$ cat config.mk
export PLATFORM = sky130hd
export DESIGN_NAME = alu_flag_register_flat
export DESIGN_NICKNAME = d
export VERILOG_FILES = /design/src/rtl/alu_flag_if.sv /design/src/rtl/alu_flag_register.sv /design/src/flat_wrapper.sv
export SDC_FILE = /design/constraint.sdc
export NUM_CORES = 1
export LEC_CHECK = 0
export BUFFER_PORTS_ARGS = -buffer_cell sky130_fd_sc_hd__buf_2
export CAP_MARGIN = 30
export CELL_PAD_IN_SITES_DETAIL_PLACEMENT = 0
export CELL_PAD_IN_SITES_GLOBAL_PLACEMENT = 1
export CORE_UTILIZATION = 35
export DETAILED_ROUTE_END_ITERATION = 10
export PLACE_DENSITY = 0.84
export SLEW_MARGIN = 40
export SYNTH_ARGS = -nofsm -noshare
export SYNTH_HDL_FRONTEND = slang
export SYNTH_SLANG_ARGS = --single-unit
export TNS_END_PERCENT = 100
$ cat constraint.sdc
create_clock -name clk -period 2 [get_ports clk]
set_clock_uncertainty 0.15 [all_clocks]
set_input_delay 0.1 -clock clk [delete_from_list [all_inputs] [get_ports clk]]
set_output_delay 0.1 -clock clk [all_outputs]
set_load 0.05 [all_outputs]
$ cat src/rtl/alu_flag_if.sv
// Handshake bundle between the ALU, the status stage and the flag consumer.
// The slave side is the flag register; the master side is the ALU plus consumer.
interface alu_flag_if #(
    parameter int WIDTH = 8
);
    logic             alu_valid;
    logic             alu_ready;
    logic [WIDTH-1:0] result;
    logic             c_flag;
    logic             v_flag;
    logic [3:0]       flags_q;
    logic             flags_valid;
    logic             flags_ready;

    modport master (
        output alu_valid, result, c_flag, v_flag, flags_ready,
        input  alu_ready, flags_q, flags_valid
    );

    modport slave (
        input  alu_valid, result, c_flag, v_flag, flags_ready,
        output alu_ready, flags_q, flags_valid
    );
endinterface

$ cat src/rtl/alu_flag_register.sv
// Registered {N,Z,C,V} status stage with multi-word carry chaining.
// Optional COND_EVAL_EN macro enables the condition-code evaluator.
module alu_flag_register #(
    parameter int WIDTH = 8,
    parameter int CHAIN_MAX = 4,
    localparam int CW = $clog2(CHAIN_MAX) + 1
) (
    input  logic          clk,
    input  logic          rst_n,
    alu_flag_if.slave     bus,
    input  logic          chain_start,
    input  logic [CW-1:0] chain_words,
    output logic          carry_in,
    output logic          chain_busy,
    output logic          chain_done,
    input  logic [2:0]    cond_sel,
    output logic          cond_true
);
    localparam logic [0:0] IDLE  = 1'b0;
    localparam logic [0:0] CHAIN = 1'b1;
    localparam logic [CW-1:0] ONE  = CW'(1);
    localparam logic [CW-1:0] CMAX = CW'(CHAIN_MAX);

    logic [0:0]    state;
    logic [CW-1:0] cnt;
    logic [CW-1:0] cnt_init;
    logic          zacc;
    logic          carry_q;
    logic          done_q;
    logic [3:0]    flags_r;
    logic          fvalid_r;

    logic accept;
    logic consume;
    logic word_z;
    logic word_n;
    logic publish;
    logic publish_z;
    logic done_d;

    assign bus.alu_ready   = !fvalid_r | bus.flags_ready;
    assign bus.flags_q     = flags_r;
    assign bus.flags_valid = fvalid_r;
    assign carry_in        = carry_q;
    assign chain_busy      = (state == CHAIN);
    assign chain_done      = done_q;

    assign accept  = bus.alu_valid & bus.alu_ready;
    assign consume = fvalid_r & bus.flags_ready;
    assign word_z  = (bus.result == '0);
    assign word_n  = bus.result[WIDTH-1];

    // Zero and oversize word counts are folded into the legal 1..CHAIN_MAX range.
    always_comb begin
        cnt_init = chain_words;
        if (chain_words == '0)
            cnt_init = ONE;
        else if (chain_words > CMAX)
            cnt_init = CMAX;
    end

    always_comb begin
        publish   = 1'b0;
        publish_z = word_z;
        done_d    = 1'b0;
        if (accept) begin
            if (state == IDLE) begin
                publish = !chain_start || (cnt_init == ONE);
                done_d  = chain_start && (cnt_init == ONE);
            end else if (cnt == ONE) begin
                publish   = 1'b1;
                publish_z = zacc & word_z;
                done_d    = 1'b1;
            end
        end
    end

    always_ff @(posedge clk or negedge rst_n) begin
        if (!rst_n) begin
            state    <= IDLE;
            cnt      <= '0;
            zacc     <= 1'b1;
            carry_q  <= 1'b0;
            done_q   <= 1'b0;
            flags_r  <= 4'b0000;
            fvalid_r <= 1'b0;
        end else begin
            done_q <= done_d;
            if (publish)
                flags_r <= {word_n, publish_z, bus.c_flag, bus.v_flag};
            if (publish)
                fvalid_r <= 1'b1;
            else if (consume)
                fvalid_r <= 1'b0;
            case (state)
                IDLE: begin
                    if (chain_start && !(accept && cnt_init == ONE)) begin
                        state <= CHAIN;
                        if (accept) begin
                            cnt     <= cnt_init - ONE;
                            zacc    <= word_z;
                            carry_q <= bus.c_flag;
                        end else begin
                            cnt  <= cnt_init;
                            zacc <= 1'b1;
                        end
                    end
                end
                CHAIN: begin
                    if (accept) begin
                        if (cnt == ONE) begin
                            state   <= IDLE;
                            cnt     <= '0;
                            zacc    <= 1'b1;
                            carry_q <= 1'b0;
                        end else begin
                            cnt     <= cnt - ONE;
                            zacc    <= zacc & word_z;
                            carry_q <= bus.c_flag;
                        end
                    end
                end
                default: state <= IDLE;
            endcase
        end
    end

`ifdef COND_EVAL_EN
    logic cond_raw;

    always_comb begin
        cond_raw = 1'b0;
        case (cond_sel)
            3'd0: cond_raw = flags_r[2];
            3'd1: cond_raw = !flags_r[2];
            3'd2: cond_raw = flags_r[1];
            3'd3: cond_raw = !flags_r[1];
            3'd4: cond_raw = flags_r[3];
            3'd5: cond_raw = !flags_r[3];
            3'd6: cond_raw = flags_r[0];
            default: cond_raw = 1'b1;
        endcase
    end

    assign cond_true = cond_raw & fvalid_r;
`else
    logic unused_cond;

    assign unused_cond = ^cond_sel;
    assign cond_true   = 1'b0;
`endif
endmodule

$ cat src/flat_wrapper.sv
// flat-port wrapper written by rule: the top's interface ports become plain ports
module alu_flag_register_flat 
#(
    parameter int WIDTH = 8,
    parameter int CHAIN_MAX = 4,
    localparam int CW = $clog2(CHAIN_MAX) + 1
)
  (clk, rst_n, chain_start, chain_words, carry_in, chain_busy, chain_done, cond_sel, cond_true, bus_alu_valid, bus_result, bus_c_flag, bus_v_flag, bus_flags_ready, bus_alu_ready, bus_flags_q, bus_flags_valid);
  alu_flag_if #(.WIDTH(WIDTH)) bus_i ();
  input  logic clk;
  input  logic rst_n;
  input  logic chain_start;
  input  logic [CW-1:0] chain_words;
  output logic carry_in;
  output logic chain_busy;
  output logic chain_done;
  input  logic [2:0] cond_sel;
  output logic cond_true;
  input wire logic [$bits(bus_i.alu_valid)-1:0] bus_alu_valid;
  input wire logic [$bits(bus_i.result)-1:0] bus_result;
  input wire logic [$bits(bus_i.c_flag)-1:0] bus_c_flag;
  input wire logic [$bits(bus_i.v_flag)-1:0] bus_v_flag;
  input wire logic [$bits(bus_i.flags_ready)-1:0] bus_flags_ready;
  output wire logic [$bits(bus_i.alu_ready)-1:0] bus_alu_ready;
  output wire logic [$bits(bus_i.flags_q)-1:0] bus_flags_q;
  output wire logic [$bits(bus_i.flags_valid)-1:0] bus_flags_valid;
  assign bus_i.alu_valid = bus_alu_valid;
  assign bus_i.result = bus_result;
  assign bus_i.c_flag = bus_c_flag;
  assign bus_i.v_flag = bus_v_flag;
  assign bus_i.flags_ready = bus_flags_ready;
  assign bus_alu_ready = bus_i.alu_ready;
  assign bus_flags_q = bus_i.flags_q;
  assign bus_flags_valid = bus_i.flags_valid;
  alu_flag_register #(.WIDTH(WIDTH), .CHAIN_MAX(CHAIN_MAX)) u_core (.clk(clk), .rst_n(rst_n), .bus(bus_i), .chain_start(chain_start), .chain_words(chain_words), .carry_in(carry_in), .chain_busy(chain_busy), .chain_done(chain_done), .cond_sel(cond_sel), .cond_true(cond_true));
endmodule
**After elaboration in Yosys (flattened, before gate mapping)**

Index checks and enable logic that the tools add are counted.
W data, S select, Z words.

- Flip-flop bits (word level): 12
- Bits of input ports: 21
- Output and inout bits: 10
- Word-level logic and storage cells: 63

- $add $sub $neg: 2
- Order comparisons: 1
- Equal/unequal tests: 5
- Muxes and demuxes: 31
- Bitwise gates (word level): 5
- Reduce and logical (&&, ||, !) cells: 12

Operators with widths:

| kind | count |
|---|---|
| $mux W1 | 21 |
| $mux W3 | 6 |
| $logic_not A8 Y1 | 1 |
| $eq A3 B1 Y1 const B | 2 |
| $pmux W1 S2 | 3 |
| $pmux W3 S2 | 1 |
| $sub A3 B1 Y3 const B | 2 |
| $ne A2 B2 Y1 const B | 2 |
| $and A1 B1 Y1 | 3 |
| $gt A3 B3 Y1 const B | 1 |
| $logic_and A1 B1 Y1 | 3 |
| $logic_not A1 Y1 | 3 |
| $logic_not A3 Y1 | 1 |
| $reduce_and A3 Y1 | 1 |
| $ne A2 B1 Y1 const B | 1 |
| $reduce_and A2 Y1 | 1 |
| $reduce_bool A2 Y1 | 1 |
| $logic_or A1 B1 Y1 | 1 |
| $not A1 Y1 | 1 |
| $or A1 B1 Y1 | 1 |

**Depth between registers and ports, before layout**

- Depth after elaboration: 9
- Mapped depth: 8
- Gate-level depth less buffers: 8

**Least setup slack after synthesis**

Ideal clock, no wire load.

- Kind: register -> register
- From: register u_core.fvalid_r, in the netlist u_core.bus.flags_valid
- To: register u_core.flags_r[0], in the netlist u_core.bus.flags_q[0]
- Setup time: 125 ps
- Data arrival time: 1746 ps
- Data required time: 1725 ps
- Path slack: -21 ps
- Cell stages (with the launch flop): 6
- Path buffers: 0
- Clock period less this slack: 2021 ps
- Cells stage by stage: dfrtp_1 > nor2b_4 > inv_2 > nand2_4 > a211o_4 > mux2_4

- Cells in the longest elaborated chain, start to end: 4

RTL lines:

| item | RTL line | source |
|---|---|---|
| from (decl) | alu_flag_register.sv:31 | `logic fvalid_r;` |
| from (signal assigned) | alu_flag_register.sv:86 | `fvalid_r <= 1'b0;` |
| from (signal assigned) | alu_flag_register.sv:92 | `fvalid_r <= 1'b1;` |
| from (signal assigned) | alu_flag_register.sv:94 | `fvalid_r <= 1'b0;` |
| $logic_not A1 Y1 | alu_flag_register.sv:41 | `assign bus.alu_ready = !fvalid_r \| bus.flags_ready;` |
| $or A1 B1 Y1 | alu_flag_register.sv:41 |  |
| net bus_alu_ready | flat_wrapper.sv:24 | `output wire logic [$bits(bus_i.alu_ready)-1:0] bus_alu_ready;` |
| $and A1 B1 Y1 | alu_flag_register.sv:48 | `assign accept = bus.alu_valid & bus.alu_ready;` |
| $mux W1 | alu_flag_register.sv:66 | `if (accept) begin` |
| to (signal assigned) | alu_flag_register.sv:90 | `flags_r <= {word_n, publish_z, bus.c_flag, bus.v_flag};` |
| to (decl) | alu_flag_register.sv:30 | `logic [3:0] flags_r;` |

The timed path passes the listed nets, and every way through them passes these cells.
A chain may end at the register's enable or synchronous reset.

**Worst setup path in the final report**

- From: register u_core.cnt[1]
- To: register u_core.flags_r[0], in the netlist u_core.bus.flags_q[0]

- Cells in the longest elaborated chain, start to end: 4

RTL lines:

| item | RTL line | source |
|---|---|---|
| from (decl) | alu_flag_register.sv:25 | `logic [CW-1:0] cnt;` |
| from (signal assigned) | alu_flag_register.sv:100 | `cnt <= cnt_init - ONE;` |
| from (signal assigned) | alu_flag_register.sv:104 | `cnt <= cnt_init;` |
| from (signal assigned) | alu_flag_register.sv:117 | `cnt <= cnt - ONE;` |
| $eq A3 B1 Y1 | alu_flag_register.sv:70 | `end else if (cnt == ONE) begin` |
| $mux W1 | alu_flag_register.sv:70 |  |
| $mux W1 | alu_flag_register.sv:67 | `if (state == IDLE) begin` |
| $mux W1 | alu_flag_register.sv:66 |  |

No other way between the ends.

==> impl_metrics.sql <==
INSERT INTO impl_metrics (metric_group, metric, value, unit) VALUES
('logic_synthesis', 'synth_edf_count', '0', ''),
('logic_synthesis', 'mappedNetlistNets', '102', ''),
('sta', 'final_period_util', '94.9', '%'),
('sta', 'final-hold-violation-count', '0', ''),
('floorplan', 'io-pin-count', '31', ''),
('drt', 'avgRoutedWirePerCell', '11.8', 'µm'),
('grt', 'track_usage', '14.9', '%'),
('critical_path', 'critical_path_endpoint_category', 'register', ''),
('critical_path', 'crit_chain', 'inv_1 -> ha_1 -> nor2b_1 -> nor2_1 -> a211o_4 -> mux2_4', ''),
('finish', 'mostFrequentLayoutCells', 'sky130_fd_sc_hd__buf_2 (26), sky130_fd_sc_hd__dfrtp_1 (11), sky130_fd_sc_hd__a21oi_1 (6)', ''),
('sta', 'report.final.setup_viol', '0', ''),
('finish', 'drive_above_1_share', '42.9', '%'),
('logic_synthesis', 'ys_async_sr_fraction', '100', '%'),
('logic_synthesis', 'post_synth_inst_count', '77', ''),
('critical_path', 'critical_path.max_stage_delay', '0.38', 'ns'),
('clocking', 'cts.htree.levels', '1', ''),
('grt', 'antenna_found_initial', '0', ''),
('clocking', 'clock_latency_on_the_worst_skew_pair', '0.27', 'ns'),
('sta', 'rsz0062_at_grt', 'false', ''),
('placement', 'pre_cts_slack', '0.0577', 'ns'),
('clocking', 'post-cts-setup-buffer-count', '0', ''),
('sta', 'totalNegativeSetupSlack', '0', 'ns'),
('placement', 'routabilityCongestion', '0.746', ''),
('drt', 'drt-vias-per-instance', '5.09', ''),
('finish', 'diodes', '0', ''),
('grt', 'grt_pass1_wl', '2.75', 'mm'),
('sta', 'final_critical_path_setup_slack', '0.102', 'ns'),
('placement', 'dp.final_hpwl', '1.29', 'mm'),
('clocking', 'cts-buffers-inserted', '3', ''),
('grt', 'maximum_number_of_pins_on_one_net_before_global_route_repair', '13', ''),
('finish', 'num-nets-final', '138', ''),
('floorplan', 'core_area', '2040', 'µm²'),
('drt', 'drt-initial-drc-count', '12', ''),
('flow_run', 'maxCapViolations', '0', ''),
('sta', 'fin_hold_ws', '0.0239', 'ns'),
('clocking', 'cts.sink_count', '12', ''),
('floorplan', 'fp.dieArea', '2470', 'µm²'),
('drt', 'firstDrtPassIters', '4', ''),
('critical_path', 'cp_slowest_cell', 'sky130_fd_sc_hd__dfrtp_1', ''),
('sta', 'finalMaxSlewViolations', '0', ''),
('grt', 'grt_pass1_vias', '667', ''),
('critical_path', 'worstPathArrival', '1.90', 'ns'),
('logic_synthesis', 'synth_seq_cells', '12', ''),
('clocking', 'clk_transition_reported_paths', '0.08', 'ns'),
('floorplan', 'die_w', '49.7', 'µm'),
('run_status', 'run_status', 'finished, final reports clean', ''),
('critical_path', 'timing.critical_path.from_type', 'register', ''),
('grt', 'sum_of_overflow_across_all_layers_after_global_routing', '0', ''),
('grt', 'gr_met1_demand_resource', '16.7', '%'),
('critical_path', 'timing.critical_path.max_delay_family', 'flip-flops', ''),
('floorplan', 'number_of_cell_rows', '16', ''),
('floorplan', 'die-height', '49.7', 'µm'),
('hold_path', 'min_path_type', 'in -> reg', ''),
('clocking', 'cts_tree', 'done', ''),
('critical_path', 'cp.required', '2.01', 'ns'),
('logic_synthesis', 'synth_area_per_cell', '10.3', 'µm²'),
('sta', 'final.min_clock_period', '1.90', 'ns'),
('clocking', 'cts_max_path_buffers', '2', ''),
('critical_path', 'path_class', 'reg -> reg', ''),
('drt', 'number_of_nets_still_failing_antenna_checks_after_routing', '0', ''),
('power_and_ir_drop', 'power_leakage', '0.512', 'nW'),
('placement', 'place.port_buffers', '26', ''),
('sta', 'max_freq', '0.527', 'GHz'),
('logic_synthesis', 'synth-main-ff-cell', 'sky130_fd_sc_hd__dfrtp_1', ''),
('power_and_ir_drop', 'power_per_cell_area', '1410', 'nW/µm²'),
('grt', 'gr-usage-met2', '25.9', '%'),
('finish', 'layout_commonest_cell', 'sky130_fd_sc_hd__buf_2', ''),
('logic_synthesis', 'synth.lib_cells_used.distinct', '34', ''),
('grt', 'globalRouteMet3Util', '2.78', '%'),
('power_and_ir_drop', 'vdd_ir_drop_max', '0.825', 'mV'),
('logic_synthesis', 'ys_warn_count', '0', ''),
('drt', 'drc', '0', ''),
('drt', 'detailroute.via_count', '708', ''),
('logic_synthesis', 'ys_seq_area_share', '37.9', '%'),
('critical_path', 'cp_bufs_invs', '1', ''),
('finish', 'layout-area-overhead-vs-synth', '31.8', '%'),
('drt', 'totalWireLength', '1.65', 'mm'),
('floorplan', 'start_util', '39.0', '%'),
('clocking', 'cts-root-buf', 'sky130_fd_sc_hd__clkbuf_4', ''),
('logic_synthesis', 'synthesis.area', '796', 'µm²'),
('grt', 'grt_most_used_layer', 'met2', ''),
('critical_path', 'max_fanout_on_critical_path', '5', '');
[metal layers]
metal  vias to the layer above  routed length, µm
met3                         2                 60
li1                        355                  -
met5                         -                  0
met1                       330                753
met2                        21                804
met4                         0                 27
[sequential cells by signal, summed over array words and instances (netlist names)]
register,flops
u_core.chain_done,1
u_core.carry_in,1
u_core.zacc,1
u_core.chain_busy,1
u_core.bus.flags_q,4
u_core.bus.flags_valid,1
u_core.cnt,3
[final timing paths]
kind | start | end | slack, ns | cells past startpoint
setup reg to reg | u_core.cnt[1]$_DFFE_PN0P_ | u_core.bus.flags_q[0]$_DFFE_PN0P_ | 0.10 | 6
max in group asynchronous | rst_n | u_core.zacc$_DFFE_PN1P_ | 1.35 | 2
min in group asynchronous | rst_n | u_core.cnt[1]$_DFFE_PN0P_ | 0.08 | 2
hold / removal | bus_flags_ready | u_core.bus.flags_valid$_DFFE_PN0P_ | 0.02 | 4
setup / recovery | u_core.cnt[1]$_DFFE_PN0P_ | u_core.bus.flags_q[0]$_DFFE_PN0P_ | 0.10 | 6
hold reg to reg | u_core.bus.flags_q[2]$_DFFE_PN0P_ | u_core.bus.flags_q[2]$_DFFE_PN0P_ | 0.36 | 1
[cell usage after synthesis (2+ instances only)]
library cell	n	area share, %
sky130_fd_sc_hd__a21oi_1	6	3.8
sky130_fd_sc_hd__a2bb2oi_1	2	2.2
sky130_fd_sc_hd__dfrtp_1	11	35
sky130_fd_sc_hd__ha_1	4	6.3
sky130_fd_sc_hd__inv_1	3	1.4
sky130_fd_sc_hd__inv_2	3	1.4
sky130_fd_sc_hd__mux2_4	5	9.4
sky130_fd_sc_hd__nand2_1	5	2.4
sky130_fd_sc_hd__nand2b_1	2	1.6
sky130_fd_sc_hd__nor2_1	5	2.4
sky130_fd_sc_hd__nor2b_1	3	2.4
sky130_fd_sc_hd__o21ai_0	4	2.5
sky130_fd_sc_hd__o31ai_1	2	1.9
sky130_fd_sc_hd__or4_1	2	1.9
[report_power, final]
group	leakage [nW]	total, mW	internal [mW]	switching (mW)
combinational	0.347	0.860	0.327	0.533
sequential	0.144	0.424	0.352	0.0719
clock	0.0210	0.192	0.110	0.0819
total	0.512	1.48	0.790	0.687
[worst register-to-register path, delay by kind of cell, from the launching register on]
family / cells / cell delay [ns]
flip-flops: 1 / 0.38
AO/OA/AOI/OAI: 1 / 0.37
AND/OR/NAND/NOR: 2 / 0.35
multiplexers: 1 / 0.31
adder cells (fa/ha/maj): 1 / 0.15
buffers and inverters: 1 / 0.07
[final cells by class]
type                            instances  area (µm²)
Inverter                                6        25.0
Multi-Input combinational cell         58         464
Timing Repair Buffer                   32         188
Tap cell                               27        33.8
Clock buffer                            4        36.3
Sequential cell                        12         302
Fill cell                             207         993
[kinds of logic after synthesis]
family	count (synthesis)	share of synthesized area, %
AO/OA/AOI/OAI	26	25.8
AND/OR/NAND/NOR	22	16.4
flip-flops	12	37.9
buffers and inverters	7	3.77
multiplexers	5	9.43
adder cells (fa/ha/maj)	4	6.29
other	1	0.471
[what timing repair did]
item / 4_1_cts / 5_1_grt
hold endpoints to repair: 17 / 0
hold buffers: 5 / 0
setup endpoints to repair: 0 / 0
resized for setup: 0 / 0
[metrics by stage]
| step | utilization, % | cells | cell area (µm²) | total power [mW] |
|---|---|---|---|---|
| finish | 51.3 | 139 | 1050 | 1.48 |
| global route | 51.3 | 139 | 1050 | 1.57 |
| CTS | 51.3 | 139 | 1050 | 1.49 |
| detailed placement | 47.1 | 130 | 962 | 1.29 |
| global placement | 47.1 | 130 | 962 | 1.27 |
| floorplan | - | 77 | 798 | 1.09 |
(Power assumes the default switching activity.)
